## config.mk

```make
export PLATFORM = sky130hd
export DESIGN_NAME = alu_seq_ctrl
export DESIGN_NICKNAME = d
export VERILOG_FILES = /design/src/rtl/alu_seq_ctrl.sv
export SDC_FILE = /design/constraint.sdc
export NUM_CORES = 1
export LEC_CHECK = 0
export ABC_AREA = 1
export CORE_ASPECT_RATIO = 1.4
export CORE_UTILIZATION = 25
export CTS_CLUSTER_DIAMETER = 80
export DETAILED_ROUTE_END_ITERATION = 8
export PLACE_DENSITY = 0.51
export SYNTH_ARGS = -nofsm -noshare
export SYNTH_HDL_FRONTEND = slang
export SYNTH_SLANG_ARGS = --single-unit
```

## constraint.sdc

```tcl
create_clock -name i_clk -period 4.15 [get_ports i_clk]
set_clock_uncertainty 0.05 [all_clocks]
set_input_delay 0.83 -clock i_clk [delete_from_list [all_inputs] [get_ports i_clk]]
set_output_delay 0.83 -clock i_clk [all_outputs]
set_load 0.02 [all_outputs]
```

## src/rtl/alu_seq_ctrl.sv

```systemverilog
// alu_seq_ctrl: sequential ALU front end. Three push buttons load the A
// operand, the B operand and the opcode from a switch bank. Once all three
// are loaded, the FSM spends one EXEC cycle registering the result. Each
// button is synchronized and edge-detected, so a held button loads only once.
// Optional feature: define ALU_SEQ_ACC_EN to feed each result back into A
// (accumulator chaining); without it, A must be reloaded for every operation.
module alu_seq_ctrl #(
  parameter int NB_DATA = 8,
  parameter int NB_OP   = 6
) (
  input  logic               i_clk,
  input  logic               i_reset,
  input  logic [NB_DATA-1:0] i_sw,
  input  logic               i_btn_a,
  input  logic               i_btn_b,
  input  logic               i_btn_op,
  output logic [NB_DATA-1:0] o_res,
  output logic               o_carry,
  output logic               o_zero,
  output logic               o_valid,
  output logic               o_busy
);

  typedef enum logic {ST_COLLECT, ST_EXEC} state_t;

  localparam logic [NB_OP-1:0] OP_ADD = NB_OP'(6'b100000);
  localparam logic [NB_OP-1:0] OP_SUB = NB_OP'(6'b100010);
  localparam logic [NB_OP-1:0] OP_AND = NB_OP'(6'b100100);
  localparam logic [NB_OP-1:0] OP_OR  = NB_OP'(6'b100101);
  localparam logic [NB_OP-1:0] OP_XOR = NB_OP'(6'b100110);
  localparam logic [NB_OP-1:0] OP_NOR = NB_OP'(6'b100111);
  localparam logic [NB_OP-1:0] OP_SRA = NB_OP'(6'b000011);
  localparam logic [NB_OP-1:0] OP_SRL = NB_OP'(6'b000010);

  // Shift amounts at or above this saturate instead of wrapping.
  localparam logic [NB_DATA-1:0] SHIFT_LIM = NB_DATA[NB_DATA-1:0];

  // Button vectors are ordered {op, b, a}.
  logic [2:0] sync1_q, sync1_d, sync2_q, sync2_d, dly_q, dly_d, arm_q, arm_d;
  logic [1:0] warm_q, warm_d;
  logic [2:0] btn_edge;

  state_t             state_q, state_d;
  logic [NB_DATA-1:0] a_q, a_d, b_q, b_d, res_q, res_d;
  logic [NB_OP-1:0]   op_q, op_d;
  logic               flag_a_q, flag_a_d, flag_b_q, flag_b_d, flag_op_q, flag_op_d;
  logic               carry_q, carry_d, zero_q, zero_d, valid_q, valid_d;

  logic [NB_DATA-1:0] alu_res;
  logic               alu_carry;

  // Synchronizer, edge detector and post-reset arming. A button is armed only
  // after the synchronizer has filled (warm_q == 2) and the button has been
  // seen released, so a button held through reset cannot fake a press.
  always_comb begin
    // NOTE: every variable written here is assigned on every path, so no latch is inferred.
    sync1_d  = {i_btn_op, i_btn_b, i_btn_a};
    sync2_d  = sync1_q;
    dly_d    = sync2_q;
    warm_d   = (warm_q == 2'd2) ? warm_q : warm_q + 2'd1;
    arm_d    = arm_q | ({3{warm_q == 2'd2}} & ~sync2_q);
    btn_edge = sync2_q & ~dly_q & arm_q;
  end

  // Result datapath, driven from the registered operands.
  always_comb begin
    alu_res   = '0;
    alu_carry = 1'b0;
    case (op_q)
      OP_ADD: {alu_carry, alu_res} = {1'b0, a_q} + {1'b0, b_q};
      OP_SUB: begin
        alu_res   = a_q - b_q;
        alu_carry = (a_q < b_q);
      end
      OP_AND: alu_res = a_q & b_q;
      OP_OR:  alu_res = a_q | b_q;
      OP_XOR: alu_res = a_q ^ b_q;
      OP_NOR: alu_res = ~(a_q | b_q);
      OP_SRA: begin
        if (b_q >= SHIFT_LIM) alu_res = {NB_DATA{a_q[NB_DATA-1]}};
        else                  alu_res = $signed(a_q) >>> b_q;
      end
      OP_SRL: begin
        if (b_q >= SHIFT_LIM) alu_res = '0;
        else                  alu_res = a_q >> b_q;
      end
      default: alu_res = '0;
    endcase
  end

  // FSM next state, operand loading with A > B > OP priority, result capture.
  always_comb begin
    state_d   = state_q;
    a_d       = a_q;
    b_d       = b_q;
    op_d      = op_q;
    flag_a_d  = flag_a_q;
    flag_b_d  = flag_b_q;
    flag_op_d = flag_op_q;
    res_d     = res_q;
    carry_d   = carry_q;
    zero_d    = zero_q;
    valid_d   = 1'b0;
    case (state_q)
      ST_COLLECT: begin
        if (btn_edge[0]) begin
          a_d      = i_sw;
          flag_a_d = 1'b1;
        end else if (btn_edge[1]) begin
          b_d      = i_sw;
          flag_b_d = 1'b1;
        end else if (btn_edge[2]) begin
          op_d      = i_sw[NB_OP-1:0];
          flag_op_d = 1'b1;
        end
        if (flag_a_q && flag_b_q && flag_op_q) state_d = ST_EXEC;
      end
      ST_EXEC: begin
        res_d     = alu_res;
        carry_d   = alu_carry;
        zero_d    = (alu_res == '0);
        valid_d   = 1'b1;
        flag_b_d  = 1'b0;
        flag_op_d = 1'b0;
`ifdef ALU_SEQ_ACC_EN
        a_d       = alu_res;
        flag_a_d  = 1'b1;
`else
        flag_a_d  = 1'b0;
`endif
        state_d   = ST_COLLECT;
      end
      default: state_d = ST_COLLECT;
    endcase
  end

  // State register; o_zero resets high because the cleared result is zero.
  always_ff @(posedge i_clk or negedge i_reset) begin
    if (!i_reset) begin
      sync1_q   <= '0;
      sync2_q   <= '0;
      dly_q     <= '0;
      arm_q     <= '0;
      warm_q    <= '0;
      state_q   <= ST_COLLECT;
      a_q       <= '0;
      b_q       <= '0;
      op_q      <= '0;
      flag_a_q  <= 1'b0;
      flag_b_q  <= 1'b0;
      flag_op_q <= 1'b0;
      res_q     <= '0;
      carry_q   <= 1'b0;
      zero_q    <= 1'b1;
      valid_q   <= 1'b0;
    end else begin
      // NOTE: non-blocking assignments make every flop sample pre-edge values.
      sync1_q   <= sync1_d;
      sync2_q   <= sync2_d;
      dly_q     <= dly_d;
      arm_q     <= arm_d;
      warm_q    <= warm_d;
      state_q   <= state_d;
      a_q       <= a_d;
      b_q       <= b_d;
      op_q      <= op_d;
      flag_a_q  <= flag_a_d;
      flag_b_q  <= flag_b_d;
      flag_op_q <= flag_op_d;
      res_q     <= res_d;
      carry_q   <= carry_d;
      zero_q    <= zero_d;
      valid_q   <= valid_d;
    end
  end

  assign o_res   = res_q;
  assign o_carry = carry_q;
  assign o_zero  = zero_q;
  assign o_valid = valid_q;
  assign o_busy  = (state_q == ST_EXEC);

endmodule

```

==> impl_metrics.json, run 1 <==
{
  "antenna_found_initial": 0,
  "synthDistinctLibCells": 41,
  "route.vias.total": 3522,
  "synth.top_cells.by_count": "136 x nand2_1, 66 x nand3_1, 54 x nor2_1",
  "pwr-share-clk_pct": 13.2,
  "synthArstFlopShare_pct": 100,
  "clk_pin_slew_ps": 70,
  "areaGrowthSynthToFinish_pct": 15.2,
  "dp_cells": 724,
  "worstPathRequired_ps": 4330,
  "postSynthAreaPerCell_sq_um": 7.11,
  "regArea_sq_um": 1280,
  "cp_slowest_cell": "dfrtp_1",
  "grt_pass1_vias": 3483,
  "ant_nets": 0,
  "drv_slew": 0,
  "min-delay-path-class": "reg -> reg",
  "grt.overflow.total": 0,
  "clock_latency_ps": 290,
  "p_int_uw": 1540,
  "cts_setup_buffers": 0,
  "drive_gt1_share_pct": 7.73,
  "worst-path-buf-inv": 1,
  "finalHoldViolations": 0,
  "grt_max_degree": 33,
  "critPathTopFamily": "simple AND/OR/NAND/NOR gates",
  "firstDrtPassIters": 5,
  "cp-startpoint": "b_q[1]",
  "yosysTopAreaCellShare_pct": 33.7,
  "drt-total-wl_um": 11900,
  "yosysWarnings": 0,
  "setup_tns_ps": 0,
  "grt_pass1_wl_um": 19000,
  "stdcell_count": 732,
  "fmax_ghz": 0.327,
  "cts_tree": "done",
  "max_slew.worst_pin.slew_ps": 1010,
  "p_comb_share_pct": 58.5,
  "start_util_pct": 25.6,
  "rows": 52,
  "cp_max_fo": 12,
  "numCtsBuffers": 5,
  "synth-seq-area-share_pct": 34.4,
  "syn_area_sq_um": 3720,
  "diodes": 0,
  "slowest_delay_ps": 640,
  "cellPowerDensity_nw_per_um2": 761,
  "globalplace.congestion": 0.897,
  "seqPwrFrac_pct": 28.3,
  "syn-num-nets": 565,
  "ioPinCount": 25,
  "synthCells": 523,
  "post-route-util_pct": 29.5,
  "n_fill_cell": 1565,
  "cp_cell_sequence": "clkinv_1 -> fa_1 -> nand3_1 -> nand3_1 -> nand3_1 -> nand4_1 -> nor2_1 -> nand2_1 -> nor2_1 -> nand3_1 -> o21bai_2",
  "clock-sinks": 51,
  "port_buffers": 24,
  "switchingPower_uw": 1720,
  "worstHoldStart": "sync1_q[0]",
  "synth-seq-cells": 51,
  "maxCapViolCount": 0,
  "cpMostUsedCell": "nand3_1",
  "grtUsageTotal_pct": 16.1,
  "start_kind": "flip-flop",
  "drt-vias-per-instance": 4.81,
  "leakagePower_uw": 0.00205,
  "crit_type": "reg -> reg",
  "synthTopCellsByArea": "dfrtp_1 34%, nand2_1 14%, ha_1 9.1%",
  "crit_arrival_ps": 3240,
  "synth_most_common_cell": "nand2_1",
  "multi_input_area_sq_um": 2130,
  "cts_resized": 0,
  "fin_nets": 584,
  "peakVddDrop_uv": 300,
  "swShare_pct": 52.7,
  "dr.first_iter.drc_count": 233,
  "dp_hpwl_um": 9610,
  "max-slew-margin-rel_pct": 32.5,
  "period_needed_ps": 3060,
  "finalSetupViolations": 0,
  "core-area_sq_um": 14500,
  "die_x_um": 105,
  "crit-reg2reg-launch": "b_q[1]",
  "holdBufCountCts": 0,
  "rsz0062_at_grt": "false",
  "crit_path_end_kind": "flip-flop",
  "dieHeight_um": 146,
  "period_share_pct": 73.7,
  "die_area_sq_um": 15400,
  "synth_edf_count": 0,
  "synth_ff_type": "dfrtp_1",
  "wire_per_inst_um": 16.2,
  "root_buffer": "clkbuf_16",
  "drcViolationCount": 0,
  "status": "finished clean",
  "synth_largest_area_cell": "dfrtp_1",
  "clockBufferDepth": 2,
  "htree_levels": 2
}
-- per-stage QoR --
step                      hold slack [ps]  instance area, sq um  total power [uW]  setup slack [ps]
final                                 305                  4280              3260              1090
after detailed placement              286                  4130              2820              1180
after CTS                             309                  4280              3260              1160
after floorplan                       281                  3720              2210              1920
after global routing                  322                  4280              3560               874
after global placement                285                  4130              2830              1120
-- cells in the final DEF (no fill, tap or decap), drive strengths merged --
| master | synthesis | layout |
|---|---|---|
| nor4 | 1 | 1 |
| xor2 | 1 | 1 |
| o21bai | 4 | 4 |
| xnor2 | 3 | 3 |
| o2111ai | 1 | 1 |
| nand2 | 144 | 144 |
| nand3b | 2 | 2 |
| nor3b | 1 | 1 |
| buf | 9 | 3 |
| inv | 60 | 61 |
| a21boi | 1 | 1 |
| a21oi | 13 | 13 |
| clkinv | 2 | 4 |
| dfstp | 1 | 1 |
| nand3 | 66 | 66 |
| and2 | 1 | 1 |
| nand4 | 10 | 10 |
| a311oi | 1 | 1 |
| nor2 | 65 | 65 |
| fa | 2 | 2 |
| and3 | 1 | 1 |
| clkbuf | 5 | 5 |
| a31oi | 2 | 2 |
| ha | 27 | 27 |
| dfrtp | 50 | 50 |
| clkdlybuf4s50 | 0 | 23 |
| nor3 | 2 | 2 |
| o21ai | 42 | 42 |
| o21a | 2 | 2 |
| o211ai | 4 | 4 |
-- layout make-up --
class | count | area share, %
tap | 189 | 5.52
inverter | 62 | 5.44
clock inverter | 3 | 0.672
clock buffer | 5 | 2.92
timing repair buffer | 26 | 5.84
multi-input combinational | 396 | 49.8
sequential | 51 | 29.8
-- path summary, 6_finish.rpt --
check	slack, ps	to	cells after the start
max in group asynchronous	2840	op_q[1]	2
min	300	dly_d[0]	0
min reg2reg	300	dly_d[0]	0
max	1090	o_zero	11
min in group asynchronous	420	warm_q[1]	1
max reg2reg	1090	o_zero	11
-- flip-flops by register name, indices dropped and copies added, names as in the netlist --
signal / cells
a_q: 8
arm_q: 3
b_q: 8
dly_d: 3
dly_q: 3
flag_a_q: 1
flag_b_q: 1
flag_op_q: 1
o_busy: 1
o_carry: 1
o_res: 8
o_valid: 1
o_zero: 1
op_q: 6
sync1_q: 3
warm_q: 2
-- power by group through the flow --
stage | clock network, uW | logic, uW | registers, uW
after detailed placement | 0 | 1880 | 934
final | 429 | 1910 | 923
after floorplan | 0 | 1330 | 886
after CTS | 442 | 1890 | 924
after global placement | 0 | 1910 | 926
after global routing | 464 | 2140 | 958
-- metal layers --
layer / vias up / part of all wire [%] / GRT usage, %
li1: 1725 / - / -
met5: - / 0 / 0
met3: 29 / 2.9 / 1.43
met1: 1675 / 39 / 17.5
met4: 0 / 3.9 / 7.82
met2: 93 / 55 / 30.7
-- cell families (layout without fill, tap and decap cells) --
kind of cell	count (synthesis)	in the layout	share of synthesized area, %
compound gates	70	70	10.9
fa+ha+maj	29	29	10.2
flops	51	51	34.4
simple gates	293	293	35.3
buf+inv	76	96	8.28
xor+xnor	4	4	0.943
(Power assumes the default switching activity.)
==> run 2: changes to the inputs <==
--- a/config.mk
+++ b/config.mk
@@ -10,7 +10,7 @@
 export CORE_UTILIZATION = 25
 export CTS_CLUSTER_DIAMETER = 80
 export DETAILED_ROUTE_END_ITERATION = 8
-export PLACE_DENSITY = 0.51
+export PLACE_DENSITY = 0.53
 export SYNTH_ARGS = -nofsm -noshare
 export SYNTH_HDL_FRONTEND = slang
 export SYNTH_SLANG_ARGS = --single-unit
==> constraint.sdc (replaced) <==
create_clock -name i_clk -period 2.7 [get_ports i_clk]
set_clock_uncertainty 0.05 [all_clocks]
set_input_delay 0.54 -clock i_clk [delete_from_list [all_inputs] [get_ports i_clk]]
set_output_delay 0.54 -clock i_clk [all_outputs]
set_load 0.02 [all_outputs]
==> run 2 against run 1 <==
Core utilization grew 0.78 points. Cell area rose by 2.6%. Power rose by 58%. Register-to-register slack got worse by 910 ps. Critical path depth rose by 2. Fmax is 21% higher. Critical path type unchanged. Largest cell class unchanged. Largest power group unchanged.
==> impl_metrics.json, run 2 (synthesis results as in run 1) <==
{
  "multi_input_area_sq_um": 2130,
  "status": "finished clean",
  "max-slew-margin-rel_pct": 34.9,
  "slowest_delay_ps": 460,
  "htree_levels": 2,
  "globalplace.congestion": 0.924,
  "cts_setup_buffers": 0,
  "fin_nets": 599,
  "cpMostUsedCell": "nand3_1",
  "post-route-util_pct": 30.3,
  "port_buffers": 24,
  "start_util_pct": 25.6,
  "dp_cells": 739,
  "n_fill_cell": 1591,
  "drt-total-wl_um": 11700,
  "seqPwrFrac_pct": 24.6,
  "regToRegSetupSlack_ps": 180,
  "cts_resized": 0,
  "holdBufCountCts": 0,
  "drv_slew": 0,
  "clk_pin_slew_ps": 70,
  "crit-reg2reg-launch": "a_q[0]",
  "setup_tns_ps": 0,
  "finalHoldViolations": 0,
  "crit_arrival_ps": 2700,
  "start_kind": "flip-flop",
  "die_x_um": 105,
  "wire_per_inst_um": 15.7,
  "cp.depth": 13,
  "core-area_sq_um": 14500,
  "numCtsBuffers": 5,
  "grt_max_degree": 36,
  "areaGrowthSynthToFinish_pct": 18.2,
  "switchingPower_uw": 2660,
  "antenna_found_initial": 0,
  "drive_gt1_share_pct": 10.2,
  "cp_cell_sequence": "inv_1 -> ha_1 -> inv_1 -> fa_1 -> nand3_1 -> nand3_1 -> nand3_1 -> nand4_1 -> nor2_1 -> nand2_1 -> nor2_1 -> nand3_1 -> o21bai_2",
  "critPathTopFamily": "simple AND/OR/NAND/NOR gates",
  "worst-path-buf-inv": 2,
  "fmax_ghz": 0.397,
  "period_needed_ps": 2520,
  "drt-vias-per-instance": 4.83,
  "worstPathRequired_ps": 2880,
  "ioPinCount": 25,
  "grt.overflow.total": 0,
  "grtUsageTotal_pct": 15.8,
  "diodes": 0,
  "dpl-instance-area_sq_um": 4240,
  "dr.first_iter.drc_count": 214,
  "crit_path_end_kind": "flip-flop",
  "leakagePower_uw": 0.00212,
  "regArea_sq_um": 1280,
  "cellPowerDensity_nw_per_um2": 1170,
  "route.vias.total": 3610,
  "die_area_sq_um": 15400,
  "ant_nets": 0,
  "timing.rr.end": "o_zero",
  "grt_pass1_vias": 3710,
  "rsz0062_at_grt": "false",
  "fin_area_sq_um": 4390,
  "p_comb_share_pct": 62.7,
  "grt_pass1_wl_um": 18800,
  "cp_max_fo": 3,
  "max_slew.worst_pin.slew_ps": 975,
  "drcViolationCount": 0,
  "layout_common_cells": "136 x nand2_1, 66 x nand3_1, 54 x nor2_1",
  "p_int_uw": 2490,
  "stdcell_count": 747,
  "finalSetupViolations": 0,
  "holdWs_ps": 100,
  "crit_type": "reg -> reg",
  "dieHeight_um": 146,
  "peakVddDrop_uv": 417,
  "rows": 52,
  "firstDrtPassIters": 5,
  "pwr-share-clk_pct": 12.7,
  "swShare_pct": 51.7,
  "final_common_cell": "nand2_1",
  "clock_latency_ps": 300,
  "rr_worst_depth": 13,
  "clockBufferDepth": 2,
  "min-delay-path-class": "in -> async",
  "root_buffer": "clkbuf_16",
  "cp_slowest_cell": "fa_1",
  "cts_tree": "done",
  "period_share_pct": 93.3,
  "clock-sinks": 51,
  "maxCapViolCount": 0,
  "dp_hpwl_um": 9450
}
## run 2: power by group through the flow
stage                     combinational (uW)  clock, uW  sequential (uW)
final                                   3230        655             1260
after global routing                    3560        701             1300
after CTS                               3190        676             1270
after detailed placement                3170          0             1280
after global placement                  3180          0             1280
after floorplan                         2040          0             1360
## run 2: final cells by class
| class | count | area share [%] |
|---|---|---|
| repair buffers | 41 | 8.26 |
| inverters | 62 | 5.30 |
| flip-flops and latches | 51 | 29.1 |
| multi-input cells | 396 | 48.5 |
| well taps | 189 | 5.38 |
| clock buffers | 5 | 2.85 |
| clock inverters | 3 | 0.655 |
## run 2: worst reg2reg max path, cell delays in order (launching register included)
cell and delay (ps):
dfrtp_1 430, inv_1 130, ha_1 160, inv_1 90
fa_1 470, nand3_1 160, nand3_1 90, nand3_1 100
nand4_1 210, nor2_1 220, nand2_1 90, nor2_1 80
nand3_1 80, o21bai_2 120
## run 2: worst max-delay path by stage
stage,startpoint,end,slack [ps]
6_report,a_q[0],o_zero,180
5_1_grt,a_q[0],o_zero,30
3_3_place_gp,a_q[0],o_zero,190
4_1_cts,a_q[0],o_zero,180
3_5_place_dp,a_q[0],o_zero,190
2_1_floorplan,b_q[2],o_zero,470
## run 2: per-stage QoR
step | setup slack [ps] | total power (uW)
floorplan | 468 | 3400
global placement | 187 | 4460
detailed placement | 190 | 4450
CTS | 177 | 5140
global route | 29.6 | 5560
finish | 182 | 5150
## run 2: metal layers
metal,track usage (%),wire (um),vias to the layer above
met5,0,0,-
met4,10.0,669,0
met3,1.79,336,37
met2,29.5,6230,104
met1,16.6,4460,1710
li1,-,-,1759
